===== src/rtl/obj_fb_writer.sv =====
// OBJ framebuffer writer: packs 12-bit pixels into 64-bit DDR words (4 pixels/word)
// and zero-fills a whole framebuffer with paced 128-beat row bursts.
module obj_fb_writer #(
    parameter logic [31:0] FB_BASE = 32'h0
) (
    input  logic        clk,
    input  logic        RESET,
    input  logic        ce_13m,
    input  logic        pix_valid,
    output logic        pix_ready,
    input  logic        pix_buf,
    input  logic [8:0]  pix_x,
    input  logic [7:0]  pix_y,
    input  logic [11:0] pix_color,
    input  logic        flush,
    input  logic        clear_start,
    input  logic        clear_buf,
    output logic        busy,
    output logic        ddr_acquire,
    output logic        ddr_write,
    output logic        ddr_read,
    output logic [31:0] ddr_addr,
    output logic [63:0] ddr_wdata,
    output logic [7:0]  ddr_byteenable,
    output logic [7:0]  ddr_burstcnt,
    input  logic        ddr_busy
);

    typedef enum logic [2:0] {IDLE, HOLD, WR_ACQ, WR_BEAT, CLR_ACQ, CLR_BURST} state_e;

    state_e      state_q;
    logic [15:0] pend_key_q;
    logic [63:0] pend_data_q;
    logic [7:0]  pend_be_q;
    logic        clr_req_q, clr_buf_q;
    logic [7:0]  row_q;
    logic [6:0]  beat_q;
    logic [4:0]  gap_q;
    logic        acq_q, wr_q;
    logic [31:0] addr_q;
    logic [63:0] wdata_q;
    logic [7:0]  be_q, bc_q;

    logic [15:0] pix_key;
    logic        opaque, hit, take, have_word, clr_go;
    logic [63:0] merge_data;
    logic [7:0]  merge_be;

    assign pix_key   = {pix_buf, pix_y, pix_x[8:2]};
    assign opaque    = |pix_color[3:0];
    assign hit       = (pix_key == pend_key_q);
    assign take      = pix_valid & pix_ready & opaque;
    assign have_word = take | (state_q == HOLD);
    assign clr_go    = clear_start | clr_req_q;

    // A stalled pixel is taken on the cycle its predecessor's beat completes
    always_comb begin
        pix_ready = 1'b0;
        case (state_q)
            IDLE:    pix_ready = 1'b1;
            HOLD:    pix_ready = hit | ~opaque;
            WR_BEAT: pix_ready = ~ddr_busy & ~clr_req_q;
            default: pix_ready = 1'b0;
        endcase
    end

    always_comb begin
        merge_data = (state_q == HOLD) ? pend_data_q : 64'd0;
        merge_be   = (state_q == HOLD) ? pend_be_q : 8'd0;
        merge_data[{pix_x[1:0], 4'd0} +: 16] = {4'h0, pix_color};
        merge_be[{pix_x[1:0], 1'b0} +: 2]    = 2'b11;
    end

    always_ff @(posedge clk or posedge RESET) begin
        if (RESET) begin
            state_q     <= IDLE;
            pend_key_q  <= '0;
            pend_data_q <= '0;
            pend_be_q   <= '0;
            clr_req_q   <= 1'b0;
            clr_buf_q   <= 1'b0;
            row_q       <= '0;
            beat_q      <= '0;
            gap_q       <= '0;
            acq_q       <= 1'b0;
            wr_q        <= 1'b0;
            addr_q      <= '0;
            wdata_q     <= '0;
            be_q        <= '0;
            bc_q        <= '0;
        end else begin
            case (state_q)
                IDLE, HOLD: begin
                    if (take) begin
                        pend_key_q  <= pix_key;
                        pend_data_q <= merge_data;
                        pend_be_q   <= merge_be;
                    end
                    if (clear_start) clr_buf_q <= clear_buf;
                    if (clr_go && have_word) begin
                        clr_req_q <= 1'b1;
                        state_q   <= WR_ACQ;
                    end else if (clr_go) begin
                        clr_req_q <= 1'b0;
                        row_q     <= '0;
                        gap_q     <= 5'd16;
                        state_q   <= CLR_ACQ;
                    end else if (have_word && (flush || (pix_valid && !pix_ready))) begin
                        state_q <= WR_ACQ;
                    end else begin
                        state_q <= have_word ? HOLD : IDLE;
                    end
                end
                WR_ACQ: begin
                    acq_q <= 1'b1;
                    if (clear_start && !clr_req_q) begin
                        clr_req_q <= 1'b1;
                        clr_buf_q <= clear_buf;
                    end
                    if (acq_q && !ddr_busy) begin
                        wr_q    <= 1'b1;
                        addr_q  <= FB_BASE + {13'd0, pend_key_q, 3'b000};
                        wdata_q <= pend_data_q;
                        be_q    <= pend_be_q;
                        bc_q    <= 8'd1;
                        state_q <= WR_BEAT;
                    end
                end
                WR_BEAT: begin
                    if (clear_start && !clr_req_q) begin
                        clr_req_q <= 1'b1;
                        clr_buf_q <= clear_buf;
                    end
                    if (!ddr_busy) begin
                        wr_q        <= 1'b0;
                        acq_q       <= 1'b0;
                        pend_data_q <= '0;
                        pend_be_q   <= '0;
                        if (clr_req_q) begin
                            clr_req_q <= 1'b0;
                            row_q     <= '0;
                            gap_q     <= 5'd16;
                            state_q   <= CLR_ACQ;
                        end else if (take) begin
                            pend_key_q  <= pix_key;
                            pend_data_q <= merge_data;
                            pend_be_q   <= merge_be;
                            state_q     <= HOLD;
                        end else begin
                            state_q <= IDLE;
                        end
                    end
                end
                // Acquire stays released for 16 ce_13m ticks between row bursts
                CLR_ACQ: begin
                    if (gap_q != 5'd16) begin
                        if (ce_13m) gap_q <= gap_q + 5'd1;
                    end else begin
                        acq_q <= 1'b1;
                        if (acq_q && !ddr_busy) begin
                            wr_q    <= 1'b1;
                            addr_q  <= FB_BASE + {13'd0, clr_buf_q, row_q, 10'd0};
                            wdata_q <= '0;
                            be_q    <= 8'hFF;
                            bc_q    <= 8'd128;
                            beat_q  <= '0;
                            state_q <= CLR_BURST;
                        end
                    end
                end
                CLR_BURST: begin
                    if (!ddr_busy) begin
                        beat_q <= beat_q + 7'd1;
                        if (beat_q == 7'd127) begin
                            wr_q    <= 1'b0;
                            acq_q   <= 1'b0;
                            row_q   <= row_q + 8'd1;
                            gap_q   <= '0;
                            state_q <= (row_q == 8'd255) ? IDLE : CLR_ACQ;
                        end
                    end
                end
                default: state_q <= IDLE;
            endcase
        end
    end

    assign busy           = (state_q != IDLE);
    assign ddr_acquire    = acq_q;
    assign ddr_write      = wr_q;
    assign ddr_read       = 1'b0;
    assign ddr_addr       = addr_q;
    assign ddr_wdata      = wdata_q;
    assign ddr_byteenable = be_q;
    assign ddr_burstcnt   = bc_q;

endmodule

===== config.mk =====
export PLATFORM = sky130hd
export DESIGN_NAME = obj_fb_writer
export DESIGN_NICKNAME = d
export VERILOG_FILES = /design/src/rtl/obj_fb_writer.sv
export SDC_FILE = /design/constraint.sdc
export NUM_CORES = 1
export LEC_CHECK = 0
export CAP_MARGIN = 20
export CORE_MARGIN = 4
export CORE_UTILIZATION = 53
export CTS_CLUSTER_DIAMETER = 50
export DETAILED_ROUTE_END_ITERATION = 12
export PLACE_DENSITY = 0.85
export SLEW_MARGIN = 10
export SYNTH_ARGS = -nofsm -noshare
export SYNTH_HDL_FRONTEND = slang
export SYNTH_SLANG_ARGS = --single-unit

===== constraint.sdc =====
create_clock -name clk -period 8.35 [get_ports clk]
set_clock_uncertainty 0.05 [all_clocks]
set_input_delay 0.835 -clock clk [delete_from_list [all_inputs] [get_ports clk]]
set_output_delay 0.835 -clock clk [all_outputs]
set_load 0.02 [all_outputs]

==> flow_summary.html <==
<table>
<tr><th>Metric</th><th>Value</th></tr>
<tr><th colspan="2">Pwr</th></tr>
<tr><td>Power, Total</td><td>~3.7 mW</td></tr>
<tr><td>Leak</td><td>around 5 nW</td></tr>
<tr><td>Total power per unit cell area</td><td>about 330 nW/um^2</td></tr>
<tr><td>IR Drop Worst-Case VDD</td><td>between 200 and 250 uV</td></tr>
<tr><th colspan="2">Worst setup path</th></tr>
<tr><td>Critical Path, Cell by Cell</td><td>clkdlybuf4s50_1 -&gt; xor2_1 -&gt; nor4_1 -&gt; and4_1 -&gt; o21ai_0 -&gt; o21ai_0 -&gt; clkdlybuf4s50_1</td></tr>
<tr><td>Worst-path fanout max</td><td>2</td></tr>
<tr><td>Kind of end point of the critical path</td><td>primary output</td></tr>
<tr><td>Reg2reg setup slack</td><td>roughly 4.7 ns</td></tr>
<tr><td>Slowest cell on the critical path</td><td>clkdlybuf4s50_1</td></tr>
<tr><td>Crit path launch type</td><td>primary input</td></tr>
<tr><td>Start point of the critical path</td><td>pix_x[6]</td></tr>
<tr><td>Bufs and invs on worst path</td><td>2</td></tr>
<tr><td>Required time of the critical path</td><td>around 7.5 ns</td></tr>
<tr><td>Path type of the worst setup path</td><td>in -&gt; out</td></tr>
<tr><td>Delay of the slowest critical-path stage</td><td>~0.68 ns</td></tr>
<tr><td>Critical R2R Launch</td><td>state_q[1]</td></tr>
<tr><td>Cell family with most CP delay</td><td>buffers and inverters</td></tr>
<tr><td>CP arrival</td><td>roughly 3.2 ns</td></tr>
<tr><th colspan="2">CTS</th></tr>
<tr><td>Number of setup buffers added after CTS</td><td>0</td></tr>
<tr><td>CTS Buf Count</td><td>22</td></tr>
<tr><td>Clock latency on the worst-skew pair</td><td>slightly below 0.5 ns</td></tr>
<tr><td>Quantity of hold-fixing buffers added after cts</td><td>0</td></tr>
<tr><td>Master cell of the clock root buffer</td><td>clkbuf_16</td></tr>
<tr><td>CTS-repair resized insts</td><td>0</td></tr>
<tr><td>Clock Tree Buf Depth</td><td>3</td></tr>
<tr><td>Clock sink count</td><td>about 200</td></tr>
<tr><td>Clock slew at the register clock pins of the worst setup and hold paths</td><td>about 0.060 ns</td></tr>
<tr><td>Number of H-tree branching levels</td><td>1</td></tr>
<tr><td>TritonCTS clock tree</td><td>yes</td></tr>
<tr><th colspan="2">Synthesis</th></tr>
<tr><td>Synth warn</td><td>0</td></tr>
<tr><td>Post-synth cell types</td><td>58</td></tr>
<tr><td>Cell type contributing the most total cell area after synthesis</td><td>dfrtp_1</td></tr>
<tr><td>Synth top area cells</td><td>dfrtp_1 (56%), nand2_1 (7.1%), o21ai_0 (5.6%)</td></tr>
<tr><td>Flip-flop and latch count after synthesis</td><td>just over 200</td></tr>
<tr><td>Dominant cell by count in the synthesized netlist</td><td>dfrtp_1</td></tr>
<tr><td>Synthesized instance count</td><td>roughly 900</td></tr>
<tr><td>Sequential share of the synthesized area</td><td>0.565</td></tr>
<tr><td>Cell types with the highest counts after synthesis</td><td>dfrtp_1 (205), nand2_1 (173), o21ai_0 (102)</td></tr>
<tr><td>Prevailing post-synth register cell</td><td>dfrtp_1</td></tr>
<tr><td>Fraction of registers with async set or reset after synthesis</td><td>1.00</td></tr>
<tr><td>Synthesized cell area</td><td>a little over 9000 sq um</td></tr>
<tr><td>Post-Synthesis Mean Instance Area</td><td>just over 10 sq um</td></tr>
<tr><td>Yosys top cell area share</td><td>0.565</td></tr>
<tr><td>Number of enable-type register cells in the synthesized netlist</td><td>0</td></tr>
<tr><th colspan="2">Timing</th></tr>
<tr><td>Worst-case headroom to the max-slew limit</td><td>0.290</td></tr>
<tr><td>Max Transition Viols Final</td><td>0</td></tr>
<tr><td>Slew at the pin closest to its max-slew limit</td><td>between 1 and 1.5 ns</td></tr>
<tr><td>Count of final setup violators</td><td>0</td></tr>
<tr><td>Setup TNS</td><td>0 ns</td></tr>
<tr><td>Unrepaired setup endpoints after global routing</td><td>false</td></tr>
<tr><td>Post-layout minimum cycle time</td><td>between 4 and 5 ns</td></tr>
<tr><td>Final worst slack</td><td>about 4.2 ns</td></tr>
<tr><td>Final period utilization</td><td>0.493</td></tr>
<tr><td>Final Hold Vio Count</td><td>0</td></tr>
<tr><td>Worst Hold Margin</td><td>around 0.42 ns</td></tr>
<tr><td>FMAX</td><td>about 240 MHz</td></tr>
<tr><th colspan="2">Route</th></tr>
<tr><td>Routed length per placed instance</td><td>approximately 18 microns</td></tr>
<tr><td>WL final</td><td>roughly 22 mm</td></tr>
<tr><td>Routed vias</td><td>roughly 7000</td></tr>
<tr><td>Number of nets still failing antenna checks after routing</td><td>0</td></tr>
<tr><td>Number of remaining DRC errors</td><td>0</td></tr>
<tr><td>Vias per Instance</td><td>about 5.7</td></tr>
<tr><td>Drt pass-1 iters</td><td>5</td></tr>
<tr><td>Detailed Route Iter0 Violations</td><td>~470</td></tr>
<tr><th colspan="2">Final layout</th></tr>
<tr><td>Fraction of final layout cells with drive strength greater than 1</td><td>0.0730</td></tr>
<tr><td>Area of combinational cells with multiple inputs</td><td>3600 sq um</td></tr>
<tr><td>Fill count</td><td>between 1000 and 1500</td></tr>
<tr><td>Total area of sequential cells</td><td>roughly 5000 sq um</td></tr>
<tr><td>Post-Route Utilization</td><td>0.671</td></tr>
<tr><td>Layout Nets</td><td>between 1000 and 1500</td></tr>
<tr><td>Area added between synthesis and finish</td><td>23.4%</td></tr>
<tr><th colspan="2">Floorplanning</th></tr>
<tr><td>Number of top-level design ports</td><td>between 150 and 200</td></tr>
<tr><td>Floorplan die width</td><td>between 100 and 150 microns</td></tr>
<tr><td>Die area</td><td>a little under 20000 sq um</td></tr>
<tr><td>Core Region</td><td>roughly 17000 sq um</td></tr>
<tr><td>Vertical extent of the die</td><td>between 100 and 150 microns</td></tr>
<tr><td>Row cnt</td><td>47</td></tr>
<tr><td>Starting density of the core</td><td>0.544</td></tr>
<tr><th colspan="2">Global routing</th></tr>
<tr><td>Total Routing Usage GR</td><td>0.226</td></tr>
<tr><td>Grt total ovfl</td><td>0</td></tr>
<tr><td>Via count of the first global-routing pass</td><td>~7000</td></tr>
<tr><td>Pin count of the biggest net entering global routing</td><td>between 100 and 150</td></tr>
<tr><td>Antenna violations before repair</td><td>2</td></tr>
<tr><td>Global-route wire length before repair</td><td>around 36 mm</td></tr>
<tr><th colspan="2">Worst hold path</th></tr>
<tr><td>Class of the worst hold path</td><td>reg -&gt; reg</td></tr>
<tr><td>Origin of the worst min-delay path</td><td>ddr_wdata[45]</td></tr>
<tr><th colspan="2">Placement</th></tr>
<tr><td>RD Place Congestion</td><td>0.894</td></tr>
<tr><td>Pre-CTS worst setup slack</td><td>4.27 ns</td></tr>
<tr><td>Half-perimeter wire length after placement</td><td>between 10 and 15 mm</td></tr>
<tr><td>Number of input and output port buffers inserted</td><td>between 100 and 150</td></tr>
<tr><th colspan="2">Run</th></tr>
<tr><td>Max-capacitance violation count</td><td>0</td></tr>
<tr><th colspan="2">Run status</th></tr>
<tr><td>Run status</td><td>finished, final reports clean</td></tr>
</table>
==> metrics by stage <==
step           area, sq um  std cells
2_1_floorplan         9170        896
3_3_place_gp         10400       1177
3_5_place_dp         10400       1177
4_1_cts              11200       1217
5_1_grt              11200       1220
6_report             11200       1221
==> power breakdown <==
part / internal (mW) / switching, mW / total (mW) / leakage (nW)
clock network: 0.632 / 0.395 / 1.03 / 0.385
registers: 1.20 / 0.180 / 1.38 / 2.76
logic: 0.516 / 0.765 / 1.28 / 1.86
total: 2.35 / 1.34 / 3.69 / 5.00
==> state kept, by name, indices dropped and copies added (netlist names) <==
name / flops
ddr_acquire: 1
state_q: 3
clr_req_q: 1
pend_be_q: 8
ddr_wdata: 64
ddr_addr: 16
ddr_burstcnt: 2
beat_q: 7
row_q: 8
pend_data_q: 64
ddr_byteenable: 8
pend_key_q: 16
gap_q: 5
ddr_write: 1
clr_buf_q: 1
==> worst min-delay path, stage by stage (launching register included) <==
cell	delay (ns)
dfrtp_1	0.34
nand2_1	0.04
o21ai_0	0.06
==> layout make-up <==
type	instances	area share
Antenna cell	1	0.000223
Clock buffer	34	0.0613
Clock inverter	6	0.00838
Inverter	13	0.00503
Multi-Input combinational cell	604	0.321
Sequential cell	205	0.458
Tap cell	220	0.0246
Timing Repair Buffer	138	0.122
==> cells in the final DEF, fill, tap and decap left out, types with 14 or more instances in the layout <==
| master | count |
|---|---|
| nand2_1 | 173 |
| o21ai_0 | 102 |
| clkbuf_16 | 23 |
| a22o_1 | 46 |
| xor2_1 | 16 |
| nor2_1 | 34 |
| nand2b_1 | 14 |
| clkdlybuf4s50_1 | 131 |
| dfrtp_1 | 205 |
| nor2b_1 | 14 |
| and2_1 | 17 |
| a21oi_1 | 15 |
| conb_1 | 23 |
| mux2_2 | 18 |
==> logic make-up (layout without fill, tap and decap cells) <==
group / count (synthesis) / after routing / share of synthesized area
AOI/OAI and AO/OA: 223 / 223 / 0.168
xor gates and xnor gates: 16 / 16 / 0.0154
adders and majority gates: 13 / 13 / 0.0179
buffers and inverters: 87 / 191 / 0.0492
DFF: 205 / 205 / 0.565
muxes: 20 / 20 / 0.0245
other: 1 / 24 / 0.000413
and+or+nand+nor: 309 / 309 / 0.159
==> per-layer routing <==
metal | GRT usage | share of wire | up-vias
met5 | 0 | 0.00059 | -
met4 | 0.0510 | 0.018 | 2
met3 | 0.0403 | 0.071 | 44
met2 | 0.379 | 0.49 | 280
met1 | 0.310 | 0.42 | 3420
li1 | - | - | 3218
==> worst paths after layout <==
kind / cells past startpoint / endpoint
max in group asynchronous: 3 / ddr_wdata[13]
min in group asynchronous: 2 / ddr_wdata[45]
worst max-delay path: 7 / pix_ready
worst min register to register: 2 / ddr_wdata[45]
worst min-delay path: 2 / ddr_wdata[45]
worst max register to register: 7 / pend_data_q[42]
(Power assumes the default switching activity.)
